### src/rtl/time_set_pkg.sv
// Shared types and constants for the time-setting controller:
// FSM states, edit_field encodings, BCD limits and BCD helpers.
package time_set_pkg;

  typedef enum logic [1:0] {
    IDLE      = 2'd0,
    EDIT_HOUR = 2'd1,
    EDIT_MIN  = 2'd2,
    LOAD      = 2'd3
  } state_t;

  localparam logic [1:0] FIELD_NONE    = 2'b00;
  localparam logic [1:0] FIELD_HOURS   = 2'b01;
  localparam logic [1:0] FIELD_MINUTES = 2'b10;

  localparam logic [7:0] HOUR_MAX = 8'h23;
  localparam logic [7:0] MIN_MAX  = 8'h59;

  typedef struct packed {
    logic [3:0] tens;
    logic [3:0] ones;
  } bcd2_t;

  // Accept a live BCD pair only if both digits are decimal and the pair
  // does not exceed the field limit; anything else starts editing at 00.
  function automatic bcd2_t bcd_capture(input bcd2_t value, input logic [7:0] limit);
    bcd2_t result;
    result = '0;
    if ((value.ones <= 4'd9) && (value.tens <= 4'd9) && (value <= limit)) begin
      result = value;
    end
    return result;
  endfunction

  // Increment a BCD pair by one, wrapping to 00 after the field limit.
  function automatic bcd2_t bcd_inc(input bcd2_t value, input logic [7:0] limit);
    bcd2_t result;
    result = value;
    if (value == limit) begin
      result = '0;
    end else if (value.ones == 4'd9) begin
      result.tens = value.tens + 4'd1;
      result.ones = 4'd0;
    end else begin
      result.ones = value.ones + 4'd1;
    end
    return result;
  endfunction

endpackage

### src/rtl/time_set_ctrl_debouncer.sv
// Button conditioning: 2-flop synchronizer, stability counter, debounced
// level register and a one-cycle pulse on the debounced rising edge.
module debouncer #(
  parameter int DEBOUNCE_CYCLES = 1_000_000
) (
  input  logic clk,
  input  logic reset,
  input  logic raw,
  output logic press
);

  localparam int CW = $clog2(DEBOUNCE_CYCLES + 1);
  localparam logic [CW-1:0] LAST_COUNT = CW'(DEBOUNCE_CYCLES - 1);

  logic          sync_a;
  logic          sync_b;
  logic          level;
  logic [CW-1:0] count;

  // Synchronize the raw input, then move the level only after it has
  // disagreed with the synchronized sample for DEBOUNCE_CYCLES samples.
  always_ff @(posedge clk) begin
    if (reset) begin
      sync_a <= 1'b0;
      sync_b <= 1'b0;
      level  <= 1'b0;
      count  <= '0;
      press  <= 1'b0;
    end else begin
      sync_a <= raw;
      sync_b <= sync_a;
      press  <= 1'b0;
      if (sync_b != level) begin
        if (count == LAST_COUNT) begin
          level <= sync_b;
          count <= '0;
          press <= sync_b;
        end else begin
          count <= count + 1'b1;
        end
      end else begin
        count <= '0;
      end
    end
  end

endmodule

### src/rtl/time_set_ctrl.sv
// Time-setting controller: mode button steps IDLE -> hours -> minutes ->
// load, inc button advances the field being edited, idle edits time out.
module time_set_ctrl
  import time_set_pkg::*;
#(
  parameter int          DEBOUNCE_CYCLES = 1_000_000,
  parameter logic [31:0] TIMEOUT_CYCLES  = 32'd3_000_000_000
) (
  input  logic       cu_clk,
  input  logic       reset,
  input  logic       btn_mode,
  input  logic       btn_inc,
  input  logic [3:0] cur_minute_ones,
  input  logic [3:0] cur_minute_tens,
  input  logic [3:0] cur_hour_ones,
  input  logic [3:0] cur_hour_tens,
  output logic [3:0] set_minute_ones,
  output logic [3:0] set_minute_tens,
  output logic [3:0] set_hour_ones,
  output logic [3:0] set_hour_tens,
  output logic       load,
  output logic       editing,
  output logic [1:0] edit_field
);

  state_t      state;
  state_t      state_next;
  bcd2_t       hours;
  bcd2_t       hours_next;
  bcd2_t       minutes;
  bcd2_t       minutes_next;
  logic [31:0] idle_count;
  logic [31:0] idle_count_next;
  logic        mode_ev;
  logic        inc_ev;

  debouncer #(.DEBOUNCE_CYCLES(DEBOUNCE_CYCLES)) u_mode_db (
    .clk   (cu_clk),
    .reset (reset),
    .raw   (btn_mode),
    .press (mode_ev)
  );

  debouncer #(.DEBOUNCE_CYCLES(DEBOUNCE_CYCLES)) u_inc_db (
    .clk   (cu_clk),
    .reset (reset),
    .raw   (btn_inc),
    .press (inc_ev)
  );

  // State, edited digits and the inactivity counter.
  always_ff @(posedge cu_clk) begin
    if (reset) begin
      state      <= IDLE;
      hours      <= '0;
      minutes    <= '0;
      idle_count <= '0;
    end else begin
      state      <= state_next;
      hours      <= hours_next;
      minutes    <= minutes_next;
      idle_count <= idle_count_next;
    end
  end

  // Next state and digit updates; a mode event always wins over inc, and
  // any event restarts the inactivity count.
  always_comb begin
    state_next      = state;
    hours_next      = hours;
    minutes_next    = minutes;
    idle_count_next = idle_count;
    case (state)
      IDLE: begin
        idle_count_next = '0;
        if (mode_ev) begin
          state_next   = EDIT_HOUR;
          hours_next   = bcd_capture({cur_hour_tens, cur_hour_ones}, HOUR_MAX);
          minutes_next = bcd_capture({cur_minute_tens, cur_minute_ones}, MIN_MAX);
        end
      end
      EDIT_HOUR: begin
        if (mode_ev) begin
          state_next      = EDIT_MIN;
          idle_count_next = '0;
        end else if (inc_ev) begin
          hours_next      = bcd_inc(hours, HOUR_MAX);
          idle_count_next = '0;
        end else if (idle_count == TIMEOUT_CYCLES - 32'd1) begin
          state_next      = IDLE;
          idle_count_next = '0;
        end else begin
          idle_count_next = idle_count + 32'd1;
        end
      end
      EDIT_MIN: begin
        if (mode_ev) begin
          state_next      = LOAD;
          idle_count_next = '0;
        end else if (inc_ev) begin
          minutes_next    = bcd_inc(minutes, MIN_MAX);
          idle_count_next = '0;
        end else if (idle_count == TIMEOUT_CYCLES - 32'd1) begin
          state_next      = IDLE;
          idle_count_next = '0;
        end else begin
          idle_count_next = idle_count + 32'd1;
        end
      end
      LOAD: begin
        state_next      = IDLE;
        idle_count_next = '0;
      end
      default: begin
        state_next = IDLE;
      end
    endcase
  end

  // Status outputs decoded directly from the state.
  always_comb begin
    load       = 1'b0;
    editing    = 1'b0;
    edit_field = FIELD_NONE;
    case (state)
      EDIT_HOUR: begin
        editing    = 1'b1;
        edit_field = FIELD_HOURS;
      end
      EDIT_MIN: begin
        editing    = 1'b1;
        edit_field = FIELD_MINUTES;
      end
      LOAD: begin
        load = 1'b1;
      end
      default: begin
        load = 1'b0;
      end
    endcase
  end

  assign set_hour_tens   = hours.tens;
  assign set_hour_ones   = hours.ones;
  assign set_minute_tens = minutes.tens;
  assign set_minute_ones = minutes.ones;

endmodule

### config.mk
export PLATFORM = sky130hd
export DESIGN_NAME = time_set_ctrl
export DESIGN_NICKNAME = d
export VERILOG_FILES = /design/src/rtl/time_set_pkg.sv /design/src/rtl/time_set_ctrl_debouncer.sv /design/src/rtl/time_set_ctrl.sv
export SDC_FILE = /design/constraint.sdc
export NUM_CORES = 1
export LEC_CHECK = 0
export CORE_MARGIN = 5
export CORE_UTILIZATION = 50
export DETAILED_ROUTE_END_ITERATION = 8
export GPL_TIMING_DRIVEN = 0
export PLACE_DENSITY = 0.77
export SLEW_MARGIN = 20
export SYNTH_ARGS = -nofsm -noshare
export SYNTH_HDL_FRONTEND = slang
export SYNTH_SLANG_ARGS = --single-unit
### constraint.sdc
create_clock -name cu_clk -period 3.5 [get_ports cu_clk]
set_input_delay 1.05 -clock cu_clk [delete_from_list [all_inputs] [get_ports cu_clk]]
set_output_delay 1.05 -clock cu_clk [all_outputs]
set_load 0.03 [all_outputs]
==> results.txt <==
The flow ran to the end, and the final reports show no timing, DRC or antenna violations. Max-cap check violation count: 0. Counting every net in the synthesized netlist gives 578. Once detailed placement completed, the half-perimeter wirelength came to 6.88 mm. VDD sags by at most 0.000212 V. The synthesized design contains 98 register bits. The total overflow left after global routing is 0. In the final design database the tool counted 627 nets.

The run gives 0 as the final count of pins violating max slew. For the worst setup path, the data arrival time is 1840 ps. The first detailed-routing pass ran for 5 iterations. Relative to the synthesized area, the layout overhead comes to 15.8%. The synthesized design devotes to its leading area cell type 42.2% of total area. The tree is rooted in a sky130_fd_sc_hd__clkbuf_8. Clock-pin slew was measured on the worst setup and hold paths at 90 ps. The switching share of power came out at 21.3%.

The routed layout has 3933 vias. Type of the worst setup path: flop to output port. The clock period minus final worst setup slack was 2890 ps.

The power density relative to cell area was 366 nW/um^2. The headroom to the max-slew limit is 50.4%. The analysis attributes to net switching a power of 421 uW. Summing every instance area after synthesis gives 4650 sq um. The total of warnings raised by yosys is 0. The floorplan step defined a die boundary enclosing 11300 sq um.

The logs give 0.868 for the routability congestion estimate and 42.2% for the part of the Yosys area used for sequential elements. The clock tree buffer depth came out at 2. The fraction of final layout cells with drive strength greater than 1 was 5.03%; the required time of the critical path was 2450 ps.

In this run the number of H-tree levels came out at 3. Cell internal power was estimated by the tool at 1.55 mW. The gate count after technology mapping was 543; the measured slew at the worst slew-check pin was 742 ps.

The logs give 0 for the total count of hold-check failures in the final report and 16.3 mm for the wire length of the first global-routing pass. Buffers inserted during clock tree synthesis total 9. The run gives 0 as the number of remaining DRC errors. For the number of ports placed on the die boundary, the log shows 40. The type of destination of the critical path is an output port. In this run the worst hold path is classified as flop to flop. The vertical extent of the die came out at 106 um. For this run, the leading register cell type out of synthesis is sky130_fd_sc_hd__dfxtp_1. Dividing the detail-routed via count by the number of cells gives 5.56. Once the floorplan was initialized, standard cells occupied 50.9% of the core. The core region is 9150 sq um. In this run, distinct cell masters in the synthesized netlist total 45. Setup repair after global routing left no endpoint under its margin. For the number of clock sinks, the log shows 98. The via count of the first global-routing pass came out at 3676. The antenna diode count is 0, and the mean post-synth cell area is 8.57 sq um. TritonCTS built the clock tree. The logs give 0 for the number of routed nets with antenna violations and 0 ps for the total negative slack for setup checks. Ranked by total cell area, the synthesized netlist is headed by sky130_fd_sc_hd__dfxtp_1 42%, sky130_fd_sc_hd__nor2_1 8.8%, sky130_fd_sc_hd__xor2_1 7.5%, sky130_fd_sc_hd__xnor2_1 5.5%, sky130_fd_sc_hd__ha_1 4.0%.

Per report_power, the sequential group accounts for 56.7% of the total. The critical-path maximum fanout is 4. Cells fill 58.9% of the core in the end. In the layout the commonest cells are 109 x sky130_fd_sc_hd__nor2_1, 98 x sky130_fd_sc_hd__dfxtp_1, 40 x sky130_fd_sc_hd__xor2_1, 38 x sky130_fd_sc_hd__clkdlybuf4s50_1, 35 x sky130_fd_sc_hd__nand3_1. The element type at the critical path start was a flop.

The average wire per cell in the routed design is 13.3 um, and the achievable frequency is 0.346 GHz. The number of hold buffers added after CTS was 0. For this design the static power due to leakage is 1.69 nW. The total wirelength of the detailed-routed design is 9.43 mm, and the cell row count is 35. In this run the tool buffered the top-level ports with 38 buffer cells. The clock arrives with 11.4 ps of skew. The leading cell type in the layout, fill and taps excluded is sky130_fd_sc_hd__nor2_1.

The post-synthesis async set-or-reset flop share was 0%. Initial antenna violation count: 0. Post-CTS setup-driven buffer insertion count: 0. The number of failing setup endpoints in the final timing report is 0. Gates resized during post-CTS repair numbered 0.

The die is 106 um wide. The share of the clock period used by the worst path came out at 82.5%. The clock network burns 40.9% of the power. The count of routing violations after the opening detailed-route iteration came out at 119. Combinational logic burns 2.4% of the power. The biggest area consumer among synthesized cells is sky130_fd_sc_hd__dfxtp_1. For this run, the total global-route usage over all layers was measured as 17.1%. The pin count of the biggest net entering global routing came out at 17.

In this run, synthesis inferred 0 flip-flops with an integrated enable. Clock latency on the worst-skew pair, taken at its later pin, is 360 ps.
-- per-stage QoR --
step / setup slack [ps] / cell area (sq um) / instances / hold WS, ps / power [mW]
2_1_floorplan: 1260 / 4650 / 543 / 414 / 1.16
3_3_place_gp: 615 / 5170 / 692 / 418 / 1.19
3_5_place_dp: 567 / 5170 / 692 / 422 / 1.19
4_1_cts: 606 / 5390 / 708 / 444 / 1.99
5_1_grt: 547 / 5390 / 708 / 474 / 2.05
6_report: 611 / 5390 / 708 / 441 / 1.97
-- worst paths after layout --
check / from / to / slack (ps) / cells past startpoint
worst max register to register: state[1] / set_hour_tens[2] / 1300 / 7
worst min-delay path: u_mode_db.sync_a / u_mode_db.sync_b / 440 / 1
worst max-delay path: state[1] / editing / 610 / 3
worst min register to register: u_mode_db.sync_a / u_mode_db.sync_b / 440 / 1
-- flip-flops by register name, summed over array words and instances, names as in the netlist --
register,cells
u_inc_db.count,20
u_inc_db.level,1
u_mode_db.sync_a,1
idle_count,32
u_inc_db.press,1
set_minute_ones,4
u_mode_db.press,1
set_hour_tens,4
set_hour_ones,4
u_mode_db.level,1
set_minute_tens,4
state,2
u_inc_db.sync_b,1
u_mode_db.count,20
u_inc_db.sync_a,1
u_mode_db.sync_b,1
-- cells by family after synthesis --
logic type	synth area share (%)
compound gates	8.28
simple gates	29.3
mux	0.430
flops	42.2
fa+ha+maj	4.03
buf+inv	2.82
xor+xnor	13.0
-- power groups by stage --
stage / clock [mW] / sequential [mW] / combinational, mW
2_1_floorplan: 0 / 1.14 / 0.0187
6_report: 0.808 / 1.12 / 0.0475
3_3_place_gp: 0 / 1.14 / 0.0474
3_5_place_dp: 0 / 1.14 / 0.0477
5_1_grt: 0.879 / 1.12 / 0.0516
4_1_cts: 0.826 / 1.12 / 0.0480
-- cells in the mapped netlist, types with 2 or more instances --
master,n
sky130_fd_sc_hd__nor2_1,109
sky130_fd_sc_hd__dfxtp_1,98
sky130_fd_sc_hd__xor2_1,40
sky130_fd_sc_hd__nand3_1,35
sky130_fd_sc_hd__xnor2_1,29
sky130_fd_sc_hd__nand2_1,27
sky130_fd_sc_hd__nand4_1,24
sky130_fd_sc_hd__inv_1,19
sky130_fd_sc_hd__and3_1,16
sky130_fd_sc_hd__o21ai_0,16
sky130_fd_sc_hd__a21oi_1,15
sky130_fd_sc_hd__ha_1,15
sky130_fd_sc_hd__nor4_1,11
sky130_fd_sc_hd__nor3_1,10
sky130_fd_sc_hd__a211oi_1,8
sky130_fd_sc_hd__clkbuf_1,8
sky130_fd_sc_hd__buf_2,6
sky130_fd_sc_hd__nor2b_1,6
sky130_fd_sc_hd__nor4_2,5
sky130_fd_sc_hd__nor4b_1,5
sky130_fd_sc_hd__nand2b_1,3
sky130_fd_sc_hd__o21a_1,3
sky130_fd_sc_hd__o21ai_1,3
sky130_fd_sc_hd__or3_1,3
sky130_fd_sc_hd__or4_1,3
sky130_fd_sc_hd__a31oi_1,2
sky130_fd_sc_hd__a32oi_1,2
sky130_fd_sc_hd__mux2i_1,2
sky130_fd_sc_hd__nand3b_1,2
sky130_fd_sc_hd__nand4bb_1,2
sky130_fd_sc_hd__o2bb2ai_1,2
-- routing by layer --
| layer | routed length (um) | up-vias | track usage [%] |
|---|---|---|---|
| met5 | 0 | - | 0 |
| met4 | 109 | 0 | 4.84 |
| met3 | 345 | 10 | 3.70 |
| met2 | 4430 | 64 | 28.1 |
| met1 | 4540 | 1871 | 22.6 |
| li1 | - | 1988 | - |
-- area by class of cell --
class	count	area, sq um
Fill cell	793	3760
Inverter	19	71.3
Clock buffer	11	131
Clock inverter	5	86.3
Multi-Input combinational cell	412	2560
Sequential cell	98	1960
Timing Repair Buffer	38	380
Tap cell	111	139
Buffer	14	60.1
-- worst max-delay path, cell delays in order (launching register included) --
cell and delay [ps]:
sky130_fd_sc_hd__dfxtp_1 400, sky130_fd_sc_hd__inv_1 100, sky130_fd_sc_hd__ha_1 290, sky130_fd_sc_hd__clkdlybuf4s50_1 690
(Power assumes the default switching activity.)
